`src/rtl/fetch_sequencer.sv`:
```
// fetch_sequencer: owns the fetch PC, picks the next PC from the sequential,
// branch, jump and exception sources, runs the instruction-memory request /
// ready handshake and presents fetched instructions to the IF/ID boundary.
// A one-entry skid buffer holds a word that returns while the pipeline is
// stalled, so no fetched instruction is ever lost or duplicated.
//
// Handshake: imem_req is high only in FETCH, with imem_addr = pc. A response
// counts only in a cycle where imem_req and imem_ready are both high and no
// redirect is present; the pc advances only once the word has been handed
// to IF/ID (directly, or later from the skid buffer).
module fetch_sequencer #(
    parameter logic [31:0] RESET_VECTOR = 32'h0000_0000,
    parameter logic [31:0] EXC_VECTOR   = 32'h0000_0080
) (
    input  logic        clk,
    input  logic        rst,
    input  logic        stall,
    input  logic        branch_taken,
    input  logic [31:0] branch_target,
    input  logic        jump,
    input  logic [31:0] jump_target,
    input  logic        exc,
    output logic        imem_req,
    output logic [31:0] imem_addr,
    input  logic        imem_ready,
    input  logic [31:0] imem_rdata,
    output logic        if_valid,
    output logic [31:0] if_instr,
    output logic [31:0] if_pc,
    output logic [31:0] if_pc4,
    output logic [31:0] pc,
    output logic        misalign,
    output logic [1:0]  o_dbg_state
);

    typedef enum logic [1:0] {
        ST_BOOT  = 2'd0,
        ST_FETCH = 2'd1,
        ST_HELD  = 2'd2
    } state_t;

    state_t      r_state;
    state_t      w_state_nxt;

    logic [31:0] r_pc;
    logic        r_if_valid;
    logic [31:0] r_if_instr;
    logic [31:0] r_if_pc;
    logic        r_misalign;
    logic [31:0] r_skid_instr;
    logic [31:0] r_skid_pc;

    logic [31:0] w_pc_nxt;
    logic        w_if_valid_nxt;
    logic [31:0] w_if_instr_nxt;
    logic [31:0] w_if_pc_nxt;
    logic        w_misalign_nxt;
    logic [31:0] w_skid_instr_nxt;
    logic [31:0] w_skid_pc_nxt;

    logic        w_redirect;
    logic        w_misaligned;
    logic [31:0] w_target;
    logic [31:0] w_pc_plus4;
    logic        w_req;

    // Redirect arbitration: exc beats jump beats branch; an unaligned jump or
    // branch target is diverted to the exception vector.
    always_comb begin
        w_redirect   = exc | jump | branch_taken;
        w_misaligned = 1'b0;
        w_target     = EXC_VECTOR;
        if (exc) begin
            w_target = EXC_VECTOR;
        end else if (jump) begin
            w_misaligned = (jump_target[1:0] != 2'b00);
            w_target     = w_misaligned ? EXC_VECTOR : jump_target;
        end else if (branch_taken) begin
            w_misaligned = (branch_target[1:0] != 2'b00);
            w_target     = w_misaligned ? EXC_VECTOR : branch_target;
        end
    end

    assign w_pc_plus4 = r_pc + 32'd4;

    // Next-state and next-datapath selection; every value holds by default.
    always_comb begin
        w_state_nxt      = r_state;
        w_pc_nxt         = r_pc;
        w_if_valid_nxt   = r_if_valid;
        w_if_instr_nxt   = r_if_instr;
        w_if_pc_nxt      = r_if_pc;
        w_skid_instr_nxt = r_skid_instr;
        w_skid_pc_nxt    = r_skid_pc;
        w_misalign_nxt   = w_redirect & w_misaligned;
        w_req            = 1'b0;

        case (r_state)
            ST_BOOT: begin
                w_state_nxt = ST_FETCH;
                if (w_redirect) begin
                    w_pc_nxt = w_target;
                end
            end

            ST_FETCH: begin
                w_req = 1'b1;
                if (w_redirect) begin
                    // Any same-cycle response belongs to the abandoned path.
                    w_pc_nxt       = w_target;
                    w_if_valid_nxt = 1'b0;
                end else if (imem_ready && !stall) begin
                    w_if_instr_nxt = imem_rdata;
                    w_if_pc_nxt    = r_pc;
                    w_if_valid_nxt = 1'b1;
                    w_pc_nxt       = w_pc_plus4;
                end else if (imem_ready && stall) begin
                    // Park the word; pc advances only when it is handed over.
                    w_skid_instr_nxt = imem_rdata;
                    w_skid_pc_nxt    = r_pc;
                    w_state_nxt      = ST_HELD;
                end else if (!stall) begin
                    w_if_valid_nxt = 1'b0;
                end
            end

            ST_HELD: begin
                if (w_redirect) begin
                    w_pc_nxt       = w_target;
                    w_if_valid_nxt = 1'b0;
                    w_state_nxt    = ST_FETCH;
                end else if (!stall) begin
                    w_if_instr_nxt = r_skid_instr;
                    w_if_pc_nxt    = r_skid_pc;
                    w_if_valid_nxt = 1'b1;
                    w_pc_nxt       = w_pc_plus4;
                    w_state_nxt    = ST_FETCH;
                end
            end

            default: begin
                w_state_nxt = ST_BOOT;
            end
        endcase
    end

    // State register.
    always_ff @(posedge clk or posedge rst) begin
        if (rst) begin
            r_state <= ST_BOOT;
        end else begin
            r_state <= w_state_nxt;
        end
    end

    // PC, IF/ID outputs, skid buffer and misalign pulse registers.
    always_ff @(posedge clk or posedge rst) begin
        if (rst) begin
            r_pc         <= RESET_VECTOR;
            r_if_valid   <= 1'b0;
            r_if_instr   <= 32'h0000_0000;
            r_if_pc      <= 32'h0000_0000;
            r_misalign   <= 1'b0;
            r_skid_instr <= 32'h0000_0000;
            r_skid_pc    <= 32'h0000_0000;
        end else begin
            r_pc         <= w_pc_nxt;
            r_if_valid   <= w_if_valid_nxt;
            r_if_instr   <= w_if_instr_nxt;
            r_if_pc      <= w_if_pc_nxt;
            r_misalign   <= w_misalign_nxt;
            r_skid_instr <= w_skid_instr_nxt;
            r_skid_pc    <= w_skid_pc_nxt;
        end
    end

    assign imem_req    = w_req;
    assign imem_addr   = r_pc;
    assign pc          = r_pc;
    assign if_valid    = r_if_valid;
    assign if_instr    = r_if_instr;
    assign if_pc       = r_if_pc;
    assign if_pc4      = r_if_pc + 32'd4;
    assign misalign    = r_misalign;
    assign o_dbg_state = r_state;

endmodule

```
`config.mk`:
```
export PLATFORM = sky130hd
export DESIGN_NAME = fetch_sequencer
export DESIGN_NICKNAME = d
export VERILOG_FILES = /design/src/rtl/fetch_sequencer.sv
export SDC_FILE = /design/constraint.sdc
export NUM_CORES = 1
export LEC_CHECK = 0
export CAP_MARGIN = 5
export CORE_MARGIN = 2
export CORE_UTILIZATION = 25
export CTS_BUF_LIST = sky130_fd_sc_hd__clkbuf_8
export DETAILED_ROUTE_END_ITERATION = 8
export HOLD_SLACK_MARGIN = 0.1
export SETUP_SLACK_MARGIN = 0.2
export SKIP_LAST_GASP = 1
export SYNTH_ARGS = -nofsm -noshare
export SYNTH_HDL_FRONTEND = slang
export SYNTH_SLANG_ARGS = --single-unit
```
`constraint.sdc`:
```
create_clock -name clk -period 5.59 [get_ports clk]
set_clock_uncertainty 0.05 [all_clocks]
set_input_delay 0.8385 -clock clk [delete_from_list [all_inputs] [get_ports clk]]
set_output_delay 0.8385 -clock clk [all_outputs]
set_load 0.1 [all_outputs]
```
==> run metrics, run 1 <==
outcome finished, final reports clean; Synth Area in XOR/XNOR 0.02798; Final WS setup 1114 ps; first-pass GRT wire length 41.85 mm; complex-gate fraction of the synthesized area 0.1502; ANT nets after route 0; Routed WL 27.74 mm; largest net degree at the start of global routing 85; Seq/Total Area, Yosys 0.4682; Reg-to-Reg Start o_dbg_state[1]; Required @ worst endpoint 4700 ps; root buffer cell clkbuf_8; Tot GR Track Use 0.1497; detailed-routed wire length on met3 1.322 mm; Hold Startpoint if_valid; # placed instances 1482; # rows 68; Crit Path Max Fanout 8; Period minus WS final 4476 ps; Setup Crit Path Kind reg -> out; Post-Syn Area 8766 um2; Setup crit start kind flip-flop; setup bufs post-CTS 0; crit end category output pin; Layout Nets 1155; H-tree Lvls 4; worst skew pair latency 470 ps; Max Used Layer met4; Worst-path clk slew 90 ps; Post-synth EDFFs 0; Most used DFF post-synth dfrtp_1; Met2 Wirelength 12.90 mm; Layout Cells excl Fill 1514; vias in the first global route 7098; Vias/cell 4.743; I/O pin count 268; die area 36580 um2; Mapped Cells 838; Fmax 223.4 MHz; Slew Limit Fails 0; largest family of logic cells by synthesized area multiplexers; final instance area 12090 um2; CP arrival 3590 ps; Buf+Inv Stages, Crit Path 1; clk buf depth 2; crit-path cells nand4_1, nor4_4, nand3_1, nor2_1, xor2_1, clkdlybuf4s50_1; Tcrit/Tclk final 0.8007; die width 191.3 um; asr flop ratio synth 1.000; final-report setup violation count 0; layout cells sized above 1 0.1246; crit-path max cell delay 1190 ps; dpl cell area 11650 um2; flops & latches, synth 164; CTS tree done; Yosys warning count 0; Place WS 1551 ps; cts bufs inserted 17; setup TNS 0 ps; Fin. Hold Viols 0; Core Area 34540 um2; First DRT Iteration DRCs 452; Distinct cells, synth 58; cts repair resizes 0; Slew @ Worst Pin 1203 ps; Post-route DRC 0; Syn Area/Cell 10.46 um2; RSZ-0062 raised after global routing false; PortBufs 267; Area Overhead vs Synth 37.90%; WL met1 12.87 mm; simple-gate share of the synthesized area 0.1259; Detailed Routing Iterations Pass 1 4; die height 191.3 um; antenna cells 0; Starting Density 0.2538; Clock Sinks 164; mux cell area share after synthesis 0.1553; wire per inst 18.32 um; Adder-Cell Fraction of Synth Area 0.008564; Critical Path Start if_pc[12]; Post-CTS Hold Fix Bufs 0; via count 7181; Hold WC Path Type reg -> reg; max-cap violation count 0; family with the most delay on the worst path simple AND/OR/NAND/NOR gates; Placer Congestion 0.7815; Slew headroom 0.1973; post-detail-place hpwl 20.48 mm; initial antenna violation count 0; Critical-path top delay cell clkdlybuf4s50_1; Syn Nets 947; gr ovfl total 0
routing by layer:
| metal | GRT usage | vias to the layer above |
|---|---|---|
| li1 | - | 3426 |
| met1 | 0.2033 | 3513 |
| met3 | 0.02937 | 33 |
| met4 | 0.05296 | 0 |
| met2 | 0.2366 | 209 |
| met5 | 0 | - |
flip-flops by register name, summed over array words and instances (netlist names):
name,count
r_skid_instr,32
if_pc,32
misalign,1
imem_addr,32
if_instr,32
if_valid,1
o_dbg_state,2
r_skid_pc,32
synth_stat cells (all sizes together) (8+ instances only):
master	number	area [um2]
nor2	88	330.3
nor3	9	55.05
o21ai	20	100.1
buf	72	445.4
inv	12	45.04
a211oi	8	70.06
mux2	64	720.7
and3	16	100.1
dfrtp	164	4104
o21a	12	90.09
nand3	23	115.1
xnor2	19	166.4
a311oi	11	102.6
nand2	26	97.59
mux2i	64	640.6
nand4	15	108.9
a22oi	30	225.2
clkbuf	18	70.07
a21oi	89	452.9
xor2	9	78.83
and4	9	78.83
area by class of cell:
cell class	count	area (um2)
tap	455	569.3
fill	3562	22460
multi-input combinational	572	4141
timing repair buffer	279	2788
clock inverter	13	173.9
clock buffer	19	261.5
sequential	164	4104
inverter	12	50.05
logic make-up after synthesis:
| group | count (synthesis) |
|---|---|
| AOI/OAI and AO/OA | 203 |
| adders and majority gates | 6 |
| and+or+nand+nor | 207 |
| DFF | 164 |
| buffers and inverters | 102 |
| muxes | 128 |
| xor gates and xnor gates | 28 |
worst reg2reg max path, delay by kind of cell (launching register included):
kind / cells / cell delay (ps)
simple gates: 3 / 1460
flops: 1 / 460
fa+ha+maj: 1 / 390
buf+inv: 1 / 120
compound gates: 1 / 90
worst paths after layout:
| kind | end | slack, ps | depth (start not counted) |
|---|---|---|---|
| max | if_pc4[29] | 1110 | 6 |
| min | if_valid | 440 | 2 |
| max reg2reg | imem_addr[18] | 2900 | 6 |
| min reg2reg | if_valid | 440 | 2 |
| max in group asynchronous | r_skid_pc[21] | 3470 | 3 |
| min in group asynchronous | if_instr[17] | 840 | 2 |
layout by cell type, fill, tap and decap left out, types with 20 or more instances in the layout:
master / count
clkdlybuf4s50_1: 267
dfrtp_1: 164
nor2_1: 87
a21oi_1: 87
mux2i_1: 64
mux2_2: 64
a22oi_1: 30
nand2_1: 26
nand3_1: 23
o21ai_0: 20
through the flow:
step,hold slack (ps),utilization
after global placement,420.1,0.3373
after detailed placement,419.6,0.3373
after CTS,448.1,0.3499
after floorplan,430.4,-
final,438.6,0.3499
after global routing,459.7,0.3499
Power of run 1 is not shown: default switching activity piles up to over one toggle a cycle in this logic, so the estimate is an artifact.
==> inputs of run 2 (changes only) <==
==> constraint.sdc (replaced) <==
create_clock -name clk -period 4 [get_ports clk]
set_clock_uncertainty 0.05 [all_clocks]
set_input_delay 0.6 -clock clk [delete_from_list [all_inputs] [get_ports clk]]
set_output_delay 0.6 -clock clk [all_outputs]
set_load 0.1 [all_outputs]
==> run 2 against run 1 <==
Die area unchanged. Non-clock buffer count increased by 1. First-iteration DRC count is 14% lower. Design area is 0.48% higher. Critical path depth is the same. Sequential share of layout area is 0.16 points lower. Core utilization up 0.17 points. Final cell count about the same. Global-route usage up 0.12 points. Register-to-register slack got worse by 1700 ps. Hold slack gained 7.8 ps. Flip-flop and latch count stayed put. Highest routed layer unchanged.
==> run metrics, run 2 (synthesized netlist as in run 1, its figures left out) <==
outcome finished, final reports clean (unchanged); die area 36580 um2 (unchanged); PortBufs 267 (unchanged); Setup crit start kind flip-flop (unchanged); Area Overhead vs Synth 38.55% (was 37.90%); Crit Path Max Fanout 8 (unchanged); Placer Congestion 0.7928 (was 0.7815); crit end category output pin (unchanged); Tcrit/Tclk final 0.8373; post-detail-place hpwl 20.39 mm (was 20.48 mm); largest net degree at the start of global routing 66 (was 85); first-pass GRT wire length 42.62 mm (was 41.85 mm); # placed instances 1483 (was 1482); H-tree Lvls 4 (unchanged); Routed WL 27.57 mm (was 27.74 mm); antenna cells 0 (unchanged); CP arrival 2700 ps (was 3590 ps); I/O pin count 268 (unchanged); Detailed Routing Iterations Pass 1 4 (unchanged); # rows 68 (unchanged); commonest non-fill, non-tap cell in the layout clkdlybuf4s50_1 (unchanged); Slew Limit Fails 0 (unchanged); RSZ-0062 raised after global routing false (unchanged); final hold slack 446.4 ps (was 438.6 ps); Slew headroom 0.2656 (was 0.1973); Layout Cells excl Fill 1515 (was 1514); Post-route DRC 0 (unchanged); dpl cell area 11760 um2 (was 11650 um2); Fin. Hold Viols 0 (unchanged); setup TNS 0 ps (unchanged); cts bufs inserted 17 (unchanged); final-report setup violation count 0 (unchanged); vias in the first global route 7222 (was 7098); clk buf depth 2 (unchanged); Layout Nets 1156 (was 1155); Period minus WS final 3349 ps; Post-CTS Hold Fix Bufs 0 (unchanged); Tot GR Track Use 0.1509 (was 0.1497); via count 7197 (was 7181); wire per inst 18.20 um (was 18.32 um); Starting Density 0.2538 (unchanged); Vias/cell 4.750 (was 4.743); Setup Crit Path Kind reg -> out (unchanged); final instance area 12150 um2 (was 12090 um2); worst skew pair latency 440 ps (was 470 ps); setup bufs post-CTS 0 (unchanged); Fmax 298.6 MHz; Hold WC Path Type reg -> reg (unchanged); max-cap violation count 0 (unchanged); CTS tree done (unchanged); Slew @ Worst Pin 1102 ps (was 1203 ps); First DRT Iteration DRCs 387 (was 452); layout cells sized above 1 0.1698 (was 0.1246); initial antenna violation count 0 (unchanged); most frequent cells in the layout clkdlybuf4s50_1 (239), dfrtp_1 (164), nor2_1 (87), a21oi_1 (87) (was clkdlybuf4s50_1 (267), dfrtp_1 (164), nor2_1 (87), a21oi_1 (87)); cts repair resizes 0 (unchanged); root buffer cell clkbuf_8 (unchanged); ANT nets after route 0 (unchanged); Required @ worst endpoint 3350 ps (was 4700 ps); Worst-path clk slew 90 ps (about the same); die height 191.3 um (unchanged); gr ovfl total 0 (unchanged); Core Area 34540 um2 (unchanged); Clock Sinks 164 (unchanged); die width 191.3 um (unchanged)
## run 2: changes by cell type in the layout (fill, tap and decap cells not counted), moves of 2 or more
cell | previous run | this run
clkinv_4 | 4 | 2
xnor2_1 | 19 | 5
buf_4 | 10 | 37
buf_12 | 2 | 4
xnor2_2 | 0 | 14
clkdlybuf4s50_1 | 267 | 239
xor2_2 | 0 | 5
xor2_1 | 9 | 4
bufinv_16 | 3 | 1
inv_8 | 0 | 2
## run 2: worst paths after layout
| path | from | endpoint | slack, ps | cells past startpoint |
|---|---|---|---|---|
| setup / recovery | if_pc[12] | if_pc4[27] | 650 | 6 |
| hold / removal | if_valid | if_valid | 450 | 2 |
| setup reg to reg | o_dbg_state[0] | imem_addr[6] | 1180 | 7 |
| hold reg to reg | if_valid | if_valid | 450 | 2 |
| max in group asynchronous | rst | if_pc[25] | 2580 | 3 |
| min in group asynchronous | rst | if_pc[7] | 460 | 2 |
## run 2: final cells by class
type,instances,area (um2)
clock inverter,14,141.4
tap,455,569.3
timing repair buffer,280,2750
multi-input combinational,572,4284
clock buffer,18,247.7
inverter,12,48.80
sequential,164,4104
fill,3539,22400
## run 2: through the flow
step / worst slack, ps / utilization
final: 650.8 / 0.3516
after global routing: 433.2 / 0.3516
after CTS: 542.7 / 0.3516
after detailed placement: 851.0 / 0.3403
after global placement: 932.1 / 0.3403
after floorplan: -262.3 / -
## run 2: metal layers
layer / global-route usage / vias up / part of all wire
li1: - / 3434 / -
met1: 0.2114 / 3528 / 0.47
met2: 0.2391 / 212 / 0.47
met3: 0.02515 / 23 / 0.042
met4: 0.04231 / 0 / 0.017
met5: 0 / - / 0
## run 2: worst max-delay path, stage by stage (launching register included)
cell     delay [ps]
dfrtp_1         530
nand4_1         190
nor4_4          550
nand3_1         290
nor2_1          250
xor2_2          140
buf_4           300
Power of run 2 is left out for the same reason.
==> inputs of run 3 (changes only) <==
==> constraint.sdc (replaced) <==
create_clock -name clk -period 2.73 [get_ports clk]
set_clock_uncertainty 0.05 [all_clocks]
set_input_delay 0.4095 -clock clk [delete_from_list [all_inputs] [get_ports clk]]
set_output_delay 0.4095 -clock clk [all_outputs]
set_load 0.1 [all_outputs]
==> run 3 against run 2 <==
Final cell count grew 4.5%. Via count grew 3.9%. First-iteration DRC count grew 29%. Hold slack lost 85 ps. Die area is the same. Routed wire length grew 5.0%. Critical path type unchanged. Critical endpoint is now if_pc4[21]. Largest cell class unchanged. Highest routed layer unchanged.
==> run metrics, run 3 (synthesized netlist as in run 1, its figures left out) <==
outcome finished, final reports clean (unchanged); die height 191.3 um (unchanged); CTS tree done (unchanged); crit end category output pin (unchanged); # rows 68 (unchanged); I/O pin count 268 (unchanged); Required @ worst endpoint 2270 ps (was 3350 ps); Reg-to-Reg Start o_dbg_state[0] (unchanged); Critical Path Start if_pc[14] (was if_pc[12]); ANT nets after route 0 (unchanged); Slew Limit Fails 0 (unchanged); largest net degree at the start of global routing 65 (was 66); Post-route DRC 0 (unchanged); commonest non-fill, non-tap cell in the layout buf_4 (was clkdlybuf4s50_1); layout cells sized above 1 0.3972 (was 0.1698); most frequent CP cell nand4_1; Worst-path clk slew 90 ps (about the same); final-report setup violation count 0 (unchanged); die width 191.3 um (unchanged); worst setup path endpoint if_pc4[21] (was if_pc4[27]); Placer Congestion 0.8145 (was 0.7928); wire per inst 18.29 um (was 18.20 um); Clock Sinks 164 (unchanged); crit-path max cell delay 370 ps (was 550 ps); FF-to-FF path depth 8 (was 7); most frequent cells in the layout buf_4 (201), dfrtp_1 (135), clkdlybuf4s50_1 (102) (was clkdlybuf4s50_1 (239), dfrtp_1 (164), nor2_1 (87), a21oi_1 (87)); Slew @ Worst Pin 764.4 ps (was 1102 ps); Fmax 373.1 MHz; vias in the first global route 7442 (was 7222); Final Util 0.3875 (was 0.3516); CP arrival 2220 ps (was 2700 ps); Worst path depth 7 (was 6); PortBufs 267 (unchanged); Setup Crit Path Kind reg -> out (unchanged); Starting Density 0.2538 (unchanged); RSZ-0062 raised after global routing true (was false); crit-path cells nand4_1, nor4_4, buf_4, buf_6, nand4_1, xnor2_4, buf_12 (was nand4_1, nor4_4, nand3_1, nor2_1, xor2_2, buf_4); Hold WC Path Type in -> async (was reg -> reg); root buffer cell clkbuf_8 (unchanged); Tot GR Track Use 0.1584 (was 0.1509); Area Overhead vs Synth 52.68% (was 38.55%); post-detail-place hpwl 21.37 mm (was 20.39 mm); gr ovfl total 0 (unchanged); Fin. Hold Viols 0 (unchanged); Vias/cell 4.725 (was 4.750); Routed WL 28.95 mm (was 27.57 mm); family with the most delay on the worst path simple AND/OR/NAND/NOR gates (unchanged); clk buf depth 2 (unchanged); Core Area 34540 um2 (unchanged); Period minus WS final 2680 ps; antenna cells 0 (unchanged); Detailed Routing Iterations Pass 1 5 (was 4); Fill cells 3403 (was 3539); Buf+Inv Stages, Crit Path 3 (was 1); die area 36580 um2 (unchanged); reg2reg setup slack 390 ps (was 1180 ps); Post-CTS Hold Fix Bufs 0 (unchanged); via count 7480 (was 7197); cts bufs inserted 17 (unchanged); H-tree Lvls 4 (unchanged); R2R Path End imem_addr[26] (was imem_addr[6]); initial antenna violation count 1 (was 0); first-pass GRT wire length 43.90 mm (was 42.62 mm); Critical-path top delay cell dfrtp_2 (was nor4_4); Crit Path Max Fanout 6 (was 8); Slew headroom 0.4894 (was 0.2656); worst skew pair latency 480 ps (was 440 ps); max-cap violation count 0 (unchanged); Setup crit start kind flip-flop (unchanged); First DRT Iteration DRCs 500 (was 387); Layout Nets 1224 (was 1156); Tcrit/Tclk final 0.9817
## run 3: changes by cell type in the layout (fill, tap and decap cells not counted), moves of 7 or more
| cell | delta |
|---|---|
| dfrtp_2 | +29 |
| buf_4 | +164 |
| dfrtp_1 | -29 |
| buf_12 | +34 |
| xnor2_4 | +17 |
| xor2_4 | +7 |
| xnor2_2 | -12 |
| clkdlybuf4s50_1 | -137 |
| nand2_1 | -7 |
| buf_6 | +7 |
| nand3_1 | -7 |
## run 3: area by class of cell
class | instances | area (um2) | share of cell area
Inverter | 12 | 48.80 | 0.003646
Timing Repair Buffer | 348 | 3369 | 0.2518
Clock buffer | 21 | 289.0 | 0.02159
Clock inverter | 11 | 132.6 | 0.009909
Tap cell | 455 | 569.3 | 0.04254
Sequential cell | 164 | 4140 | 0.3093
Multi-Input combinational cell | 572 | 4835 | 0.3612
## run 3: worst register-to-register path, cell delays in order (launching register included)
cell and delay (ps):
dfrtp_2 450, inv_1 110, ha_1 370, or4b_4 560, buf_4 230, nor2_1 110, nand4_1 110, a21oi_1 170
o22a_1 140
## run 3: how the worst min path moves through the flow
stage | startpoint | endpoint | slack (ps)
CTS | rst | imem_addr[6] | 360
finish | rst | imem_addr[6] | 360
global route | rst | imem_addr[2] | 380
global placement | r_skid_instr[2] | r_skid_instr[2] | 440
detailed placement | r_skid_instr[0] | r_skid_instr[0] | 450
floorplan | r_skid_instr[28] | r_skid_instr[28] | 430
## run 3: metrics by stage
| step | TNS (ps) | instances | area (um2) | setup slack [ps] | hold slack (ps) |
|---|---|---|---|---|---|
| global placement | 0 | 1516 | 12510 | 247.9 | 438.2 |
| detailed placement | 0 | 1516 | 12510 | 219.3 | 445.0 |
| global route | -242.8 | 1583 | 13380 | -110.8 | 382.7 |
| floorplan | -2084 | 838 | 9369 | -240.0 | 430.4 |
| finish | 0 | 1583 | 13380 | 49.82 | 361.3 |
| CTS | -16.34 | 1579 | 13310 | -16.34 | 359.4 |
## run 3: repair_timing
action / 4_1_cts / 5_1_grt
setup buffers: 31 / 4
setup endpoints to repair: 23 / 23
pin swaps: 20 / 12
hold endpoints to repair: 0 / 0
gates resized for setup: 30 / 10
## run 3: metal layers
metal,routed length (um),track usage,vias to the layer above
met3,1366,0.02992,46
met4,808,0.06361,0
met5,0,0,-
met2,13750,0.2509,235
met1,13030,0.2125,3634
li1,-,-,3565
Power of run 3 is left out for the same reason.
